[src/rtl/display_scanner_if.sv]
// Memory-read, buffer-swap and HUB75 panel signals of display_scanner.
// With DISPLAY_DIMMING_EN defined the interface also carries the brightness input.
interface display_scanner_if #(
    parameter int rows    = 8,
    parameter int columns = 32,
    parameter int width   = 24
);
    localparam int RW = $clog2(rows);
    localparam int CW = $clog2(columns);

    logic [RW-1:0]    rrow;
    logic [CW-1:0]    rcol;
    logic [width-1:0] rdata;
    logic             flip;
    logic             swap_req;
    logic             swap_done;
    logic             panel_r;
    logic             panel_g;
    logic             panel_b;
    logic             panel_clk;
    logic             panel_lat;
    logic             panel_oe;
    logic [RW-1:0]    panel_row;
`ifdef DISPLAY_DIMMING_EN
    logic [7:0]       brightness;

    modport master (
        output rrow, rcol, flip, swap_done,
        output panel_r, panel_g, panel_b, panel_clk, panel_lat, panel_oe, panel_row,
        input  rdata, swap_req, brightness
    );
    modport slave (
        input  rrow, rcol, flip, swap_done,
        input  panel_r, panel_g, panel_b, panel_clk, panel_lat, panel_oe, panel_row,
        output rdata, swap_req, brightness
    );
`else
    modport master (
        output rrow, rcol, flip, swap_done,
        output panel_r, panel_g, panel_b, panel_clk, panel_lat, panel_oe, panel_row,
        input  rdata, swap_req
    );
    modport slave (
        input  rrow, rcol, flip, swap_done,
        input  panel_r, panel_g, panel_b, panel_clk, panel_lat, panel_oe, panel_row,
        output rdata, swap_req
    );
`endif
endinterface

[src/rtl/display_scanner.sv]
// HUB75 row scanner with binary-coded modulation over a double-buffered display memory.
// DISPLAY_DIMMING_EN scales every OE window by an 8-bit brightness sampled at DISPLAY entry.
module display_scanner #(
    parameter int rows      = 8,
    parameter int columns   = 32,
    parameter int width     = 24,
    parameter int base_time = 4
) (
    input  logic              clk,
    input  logic              rst,
    display_scanner_if.master bus
);
    localparam int DEPTH = width / 3;
    localparam int RW    = $clog2(rows);
    localparam int CW    = $clog2(columns);
    localparam int PW    = (DEPTH > 1) ? $clog2(DEPTH) : 1;
    localparam int TW    = $clog2((base_time << (DEPTH - 1)) + 1);

    typedef enum logic [2:0] {PRIME, SHIFT_LO, SHIFT_HI, LATCH, DISPLAY} state_t;

    state_t        state_q, state_d;
    logic [RW-1:0] row_q, row_d;
    logic [RW-1:0] prow_q, prow_d;
    logic [CW-1:0] col_q, col_d;
    logic [PW-1:0] plane_q, plane_d;
    logic [TW-1:0] timer_q, timer_d;
    logic          flip_q, flip_d;
    logic          pend_q, pend_d;
    logic          done_q, done_d;

    logic [TW-1:0]    period;
    logic             last_tick;
    logic             frame_end;
    logic             oe_on;
    logic [DEPTH-1:0] fld_r, fld_g, fld_b;
    logic             pix_r, pix_g, pix_b;
    logic [CW-1:0]    rcol_c;
    logic             pclk_c, lat_c, oe_c, r_c, g_c, b_c;

    assign period    = TW'(base_time) << plane_q;
    assign last_tick = (timer_q == period - 1'b1);
    assign frame_end = (state_q == DISPLAY) && last_tick &&
                       (row_q == RW'(rows - 1)) && (plane_q == PW'(DEPTH - 1));

    assign fld_r = bus.rdata[2*DEPTH +: DEPTH];
    assign fld_g = bus.rdata[DEPTH +: DEPTH];
    assign fld_b = bus.rdata[0 +: DEPTH];
    assign pix_r = fld_r[plane_q];
    assign pix_g = fld_g[plane_q];
    assign pix_b = fld_b[plane_q];

`ifdef DISPLAY_DIMMING_EN
    logic [7:0]    bright_q;
    logic [TW+7:0] on_limit;

    // Brightness is captured on the edge that enters DISPLAY and held for the whole window.
    always_ff @(posedge clk) begin
        if (state_q == LATCH) begin
            bright_q <= bus.brightness;
        end
    end

    assign on_limit = ((TW+8)'(period) * (TW+8)'(bright_q)) >> 8;
    assign oe_on    = ((TW+8)'(timer_q) < on_limit);
`else
    assign oe_on = 1'b1;
`endif

    always_comb begin
        state_d = state_q;
        row_d   = row_q;
        col_d   = col_q;
        plane_d = plane_q;
        timer_d = timer_q;
        prow_d  = prow_q;
        flip_d  = flip_q;
        pend_d  = pend_q | bus.swap_req;
        done_d  = 1'b0;
        rcol_c  = '0;
        pclk_c  = 1'b0;
        lat_c   = 1'b0;
        oe_c    = 1'b1;
        r_c     = 1'b0;
        g_c     = 1'b0;
        b_c     = 1'b0;

        case (state_q)
            PRIME: begin
                col_d   = '0;
                state_d = SHIFT_LO;
            end
            SHIFT_LO: begin
                rcol_c  = col_q;
                r_c     = pix_r;
                g_c     = pix_g;
                b_c     = pix_b;
                state_d = SHIFT_HI;
            end
            SHIFT_HI: begin
                // rdata still holds column col_q here; issue col_q+1 for the next SHIFT_LO.
                rcol_c  = col_q + 1'b1;
                pclk_c  = 1'b1;
                r_c     = pix_r;
                g_c     = pix_g;
                b_c     = pix_b;
                col_d   = col_q + 1'b1;
                state_d = (col_q == CW'(columns - 1)) ? LATCH : SHIFT_LO;
            end
            LATCH: begin
                lat_c   = 1'b1;
                prow_d  = row_q;
                timer_d = '0;
                state_d = DISPLAY;
            end
            DISPLAY: begin
                oe_c    = ~oe_on;
                timer_d = timer_q + 1'b1;
                if (last_tick) begin
                    state_d = PRIME;
                    if (plane_q == PW'(DEPTH - 1)) begin
                        plane_d = '0;
                        row_d   = row_q + 1'b1;
                    end else begin
                        plane_d = plane_q + 1'b1;
                    end
                end
            end
            default: state_d = PRIME;
        endcase

        // A request arriving in the frame-end cycle itself still takes this boundary.
        if (frame_end && pend_d) begin
            flip_d = ~flip_q;
            done_d = 1'b1;
            pend_d = 1'b0;
        end
    end

    always_ff @(posedge clk) begin
        if (rst) begin
            state_q <= PRIME;
            row_q   <= '0;
            col_q   <= '0;
            plane_q <= '0;
            timer_q <= '0;
            prow_q  <= '0;
            flip_q  <= 1'b0;
            pend_q  <= 1'b0;
            done_q  <= 1'b0;
        end else begin
            state_q <= state_d;
            row_q   <= row_d;
            col_q   <= col_d;
            plane_q <= plane_d;
            timer_q <= timer_d;
            prow_q  <= prow_d;
            flip_q  <= flip_d;
            pend_q  <= pend_d;
            done_q  <= done_d;
        end
    end

    assign bus.rrow      = row_q;
    assign bus.rcol      = rcol_c;
    assign bus.flip      = flip_q;
    assign bus.swap_done = done_q;
    assign bus.panel_r   = r_c;
    assign bus.panel_g   = g_c;
    assign bus.panel_b   = b_c;
    assign bus.panel_clk = pclk_c;
    assign bus.panel_lat = lat_c;
    assign bus.panel_oe  = oe_c;
    assign bus.panel_row = prow_q;
endmodule
[src/flat_wrapper.sv]
// flat-port wrapper written by rule: the top's interface ports become plain ports
module display_scanner_flat 
#(
    parameter int rows      = 8,
    parameter int columns   = 32,
    parameter int width     = 24,
    parameter int base_time = 4
)
  (clk, rst, bus_rrow, bus_rcol, bus_flip, bus_swap_done, bus_panel_r, bus_panel_g, bus_panel_b, bus_panel_clk, bus_panel_lat, bus_panel_oe, bus_panel_row, bus_rdata, bus_swap_req);
  display_scanner_if #(.rows(rows), .columns(columns), .width(width)) bus_i ();
  input  logic clk;
  input  logic rst;
  output wire logic [$bits(bus_i.rrow)-1:0] bus_rrow;
  output wire logic [$bits(bus_i.rcol)-1:0] bus_rcol;
  output wire logic [$bits(bus_i.flip)-1:0] bus_flip;
  output wire logic [$bits(bus_i.swap_done)-1:0] bus_swap_done;
  output wire logic [$bits(bus_i.panel_r)-1:0] bus_panel_r;
  output wire logic [$bits(bus_i.panel_g)-1:0] bus_panel_g;
  output wire logic [$bits(bus_i.panel_b)-1:0] bus_panel_b;
  output wire logic [$bits(bus_i.panel_clk)-1:0] bus_panel_clk;
  output wire logic [$bits(bus_i.panel_lat)-1:0] bus_panel_lat;
  output wire logic [$bits(bus_i.panel_oe)-1:0] bus_panel_oe;
  output wire logic [$bits(bus_i.panel_row)-1:0] bus_panel_row;
  input wire logic [$bits(bus_i.rdata)-1:0] bus_rdata;
  input wire logic [$bits(bus_i.swap_req)-1:0] bus_swap_req;
  assign bus_rrow = bus_i.rrow;
  assign bus_rcol = bus_i.rcol;
  assign bus_flip = bus_i.flip;
  assign bus_swap_done = bus_i.swap_done;
  assign bus_panel_r = bus_i.panel_r;
  assign bus_panel_g = bus_i.panel_g;
  assign bus_panel_b = bus_i.panel_b;
  assign bus_panel_clk = bus_i.panel_clk;
  assign bus_panel_lat = bus_i.panel_lat;
  assign bus_panel_oe = bus_i.panel_oe;
  assign bus_panel_row = bus_i.panel_row;
  assign bus_i.rdata = bus_rdata;
  assign bus_i.swap_req = bus_swap_req;
  display_scanner #(.rows(rows), .columns(columns), .width(width), .base_time(base_time)) u_core (.clk(clk), .rst(rst), .bus(bus_i));
endmodule
[config.mk]
export PLATFORM = sky130hd
export DESIGN_NAME = display_scanner_flat
export DESIGN_NICKNAME = d
export VERILOG_FILES = /design/src/rtl/display_scanner_if.sv /design/src/rtl/display_scanner.sv /design/src/flat_wrapper.sv
export SDC_FILE = /design/constraint.sdc
export NUM_CORES = 1
export LEC_CHECK = 0
export BUFFER_PORTS_ARGS = -buffer_cell sky130_fd_sc_hd__buf_2
export CAP_MARGIN = 20
export CORE_MARGIN = 1
export CORE_UTILIZATION = 54
export CTS_CLUSTER_DIAMETER = 30
export DETAILED_ROUTE_END_ITERATION = 12
export PLACE_DENSITY = 0.9
export SYNTH_ARGS = -nofsm -noshare
export SYNTH_HDL_FRONTEND = slang
export SYNTH_SLANG_ARGS = --single-unit
export TNS_END_PERCENT = 50
[constraint.sdc]
create_clock -name clk -period 3.78 [get_ports clk]
set_input_delay 0.378 -clock clk [delete_from_list [all_inputs] [get_ports clk]]
set_output_delay 0.378 -clock clk [all_outputs]
set_load 0.05 [all_outputs]
==> results.sh <==
export IMPL_status="finished, final reports clean"
export IMPL_clk_pin_slew_ps=100
export IMPL_drt_initial_drc_count=123
export IMPL_fin_ws_ps=459.4
export IMPL_hold_depth=2
export IMPL_gr_usage_all_layers_pct=25.82
export IMPL_hpwl_mm=3.354
export IMPL_die_height_um=62.62
export IMPL_power_leakage_uw=0.0009790
export IMPL_crit_required_ps=4050
export IMPL_synth_async_reset_ratio_pct=0
export IMPL_placed_area_um2=2226
export IMPL_endpoint_kind="register"
export IMPL_ys_ff_latch=30
export IMPL_num_antenna_cells=0
export IMPL_worstSkewPairLatency_ps=340
export IMPL_start_kind="register"
export IMPL_via_count=1928
export IMPL_critPathArrivalTime_ps=3590
export IMPL_synth_nets=281
export IMPL_final_hold_viol_count=0
export IMPL_maxCapViolCount=0
export IMPL_syn_inst=242
export IMPL_synth_seq_area_share_pct=30.26
export IMPL_grt_pass1_vias=1874
export IMPL_synth_common_cells="dfxtp_1, nand2_1, nor2_1, a21oi_1"
export IMPL_crit_chain="inv_1, ha_1, or2b_1, ha_1, or4b_1, a32oi_1, xnor2_1, or3_4, or4_1, a21oi_1"
export IMPL_rr_worst_depth=10
export IMPL_setup_tns_final_ps=0
export IMPL_rsz0062_at_grt="no"
export IMPL_die_area_um2=3921
export IMPL_syn_avg_cell_area_um2=8.200
export IMPL_synth_top_family_by_area="simple AND/OR/NAND/NOR gates"
export IMPL_synth_edf_count=0
export IMPL_synth_simple_gate_area_share_pct=27.62
export IMPL_clk_path_buf_depth=2
export IMPL_grt_remaining_overflow=0
export IMPL_total_power_uw=665.3
export IMPL_fmax_mhz=301.2
export IMPL_nets=322
export IMPL_antenna_found_initial=0
export IMPL_crit_path_max_fanout=10
export IMPL_die_width_um=62.62
export IMPL_period_share_pct=87.85
export IMPL_grt_max_degree=35
export IMPL_finalSetupViolCount=0
export IMPL_io_buffers=45
export IMPL_timing_critical_path_mode_cell="ha_1"
export IMPL_area_growth_pct=16.27
export IMPL_max_stage_delay_ps=550
export IMPL_synth_top_area_share_pct=30.26
export IMPL_preCtsSetupSlack_ps=497.8
export IMPL_ir_worst_vdd_v=0.0002564
export IMPL_ant_nets=0
export IMPL_holdBufCountCts=0
export IMPL_powerDensity_nw_per_um2=288.4
export IMPL_maxSlewViolCount=0
export IMPL_cts_max_level=2
export IMPL_muxShareOfSynthArea_pct=10.59
export IMPL_fin_area_um2=2307
export IMPL_yosys_cell_count_top_type="dfxtp_1"
export IMPL_synth_adder_area_share_pct=7.566
export IMPL_routed_wl_mm=4.658
export IMPL_yosys_warnings=0
export IMPL_grt_pass1_wl_mm=8.073
export IMPL_num_rows=21
export IMPL_ctsResizeCount=0
export IMPL_ys_types=42
export IMPL_wl_per_cell_um=14.16
export IMPL_slowest_stage="dfxtp_1"
export IMPL_synth_area_um2=1984
export IMPL_start_util_pct=58.10
export IMPL_synth_compound_area_share_pct=14.06
export IMPL_clock_skew_ps=8.473
export IMPL_clock_sinks=30
export IMPL_critPathKind="register to register"
export IMPL_avgViaCountPerCell=5.860
export IMPL_gp_congestion=0.8184
export IMPL_synth_xor_area_share_pct=5.738
export IMPL_core_area_um2=3416
export IMPL_post_cts_repair_setup_buffers=0
export IMPL_slew_headroom_pct=61.20
export IMPL_synthTopCellsByArea="dfxtp_1, ha_1, mux4_2"
export IMPL_root_buffer="clkbuf_4"
export IMPL_drc=0
export IMPL_yosysTopAreaCell="dfxtp_1"
export IMPL_dr_pass1_iters=4
export IMPL_drive_gt1_share_pct=24.73
export IMPL_min_path_type="register to register"
export IMPL_post_route_min_period_ps=3321
export IMPL_ys_flop_type="dfxtp_1"
export IMPL_io_pins=46
export IMPL_cts_buffers=5
export IMPL_tightest_slew_ps=576.7
export IMPL_cts_tree="yes"
## cell type report
class | instances | area (µm²)
timing repair buffer | 47 | 240.2
tap | 46 | 57.56
fill | 284 | 1109
clock buffer | 6 | 51.30
clock inverter | 1 | 30.03
multi-input combinational | 192 | 1301
inverter | 7 | 26.28
sequential | 30 | 600.6
## per-layer routing
layer,wire [µm],up-vias,global-route usage (%)
li1,-,942,-
met1,1989,928,29.81
met2,2352,47,46.20
met3,239,11,6.387
met4,76,0,8.430
met5,0,-,0
## power by group
group | total [µW] | internal [µW] | leakage, µW | switching (µW)
combinational | 69.4 | 26.2 | 0.000692 | 43.2
clock | 270 | 154 | 0.0000443 | 117
sequential | 326 | 319 | 0.000242 | 6.25
## state kept, by name, indices dropped and copies added, names as in the netlist
| register | flops |
|---|---|
| u_core.plane_q | 3 |
| u_core.bus.flip | 1 |
| u_core.state_q | 3 |
| u_core.col_q | 5 |
| u_core.bus.rrow | 3 |
| u_core.pend_q | 1 |
| u_core.bus.swap_done | 1 |
| u_core.bus.panel_row | 3 |
| u_core.timer_q | 10 |
## cells in the final DEF (no fill, tap or decap), types with 4 or more instances in the layout
master    Yosys  layout
mux2_2        4       4
mux4_2        6       6
nand2_1      27      27
a21oi_1      21      21
clkbuf_4      0       5
nand3b_1      4       4
nor3_1        7       7
nand3_1      12      12
xnor2_1       9       9
a22oi_1       4       4
and3_1        4       4
inv_1         5       5
o21ai_0       6       6
or2_2         4       4
buf_2         0      45
dfxtp_1      30      30
nor2_1       27      27
ha_1         12      12
nand2b_1      4       4
xor2_1        4       4
nor2b_1       7       7
## worst paths after layout
| kind | slack [ps] | endpoint | start |
|---|---|---|---|
| worst max-delay path | 460 | u_core.bus.rrow[0] | u_core.plane_q[1] |
| worst min register to register | 470 | u_core.bus.panel_row[1] | u_core.bus.panel_row[1] |
| worst max register to register | 460 | u_core.bus.rrow[0] | u_core.plane_q[1] |
| worst min-delay path | 470 | u_core.bus.panel_row[1] | u_core.bus.panel_row[1] |
## logic make-up (layout without fill, tap and decap cells)
kind of cell / count (synthesis) / after routing
AOI/OAI and AO/OA: 45 / 45
adders and majority gates: 12 / 12
xor gates and xnor gates: 13 / 13
DFF: 30 / 30
and+or+nand+nor: 109 / 109
muxes: 13 / 13
buffers and inverters: 20 / 61
## stage by stage
step,hold slack (ps),instances,util [%]
final,466.7,329,67.55
after global routing,490.4,329,67.55
after CTS,468.9,329,67.55
after detailed placement,454.0,322,65.16
after global placement,441.0,322,65.16
after floorplan,454.0,242,-
## worst max-delay path, delay by kind of cell, from the launching register on
kind	cells	cell delay, ps
xor gates and xnor gates	1	150
DFF	1	550
buffers and inverters	1	120
and+or+nand+nor	4	1490
adders and majority gates	2	530
AOI/OAI and AO/OA	2	410
Note: power is estimated with default switching activity, not from simulation.
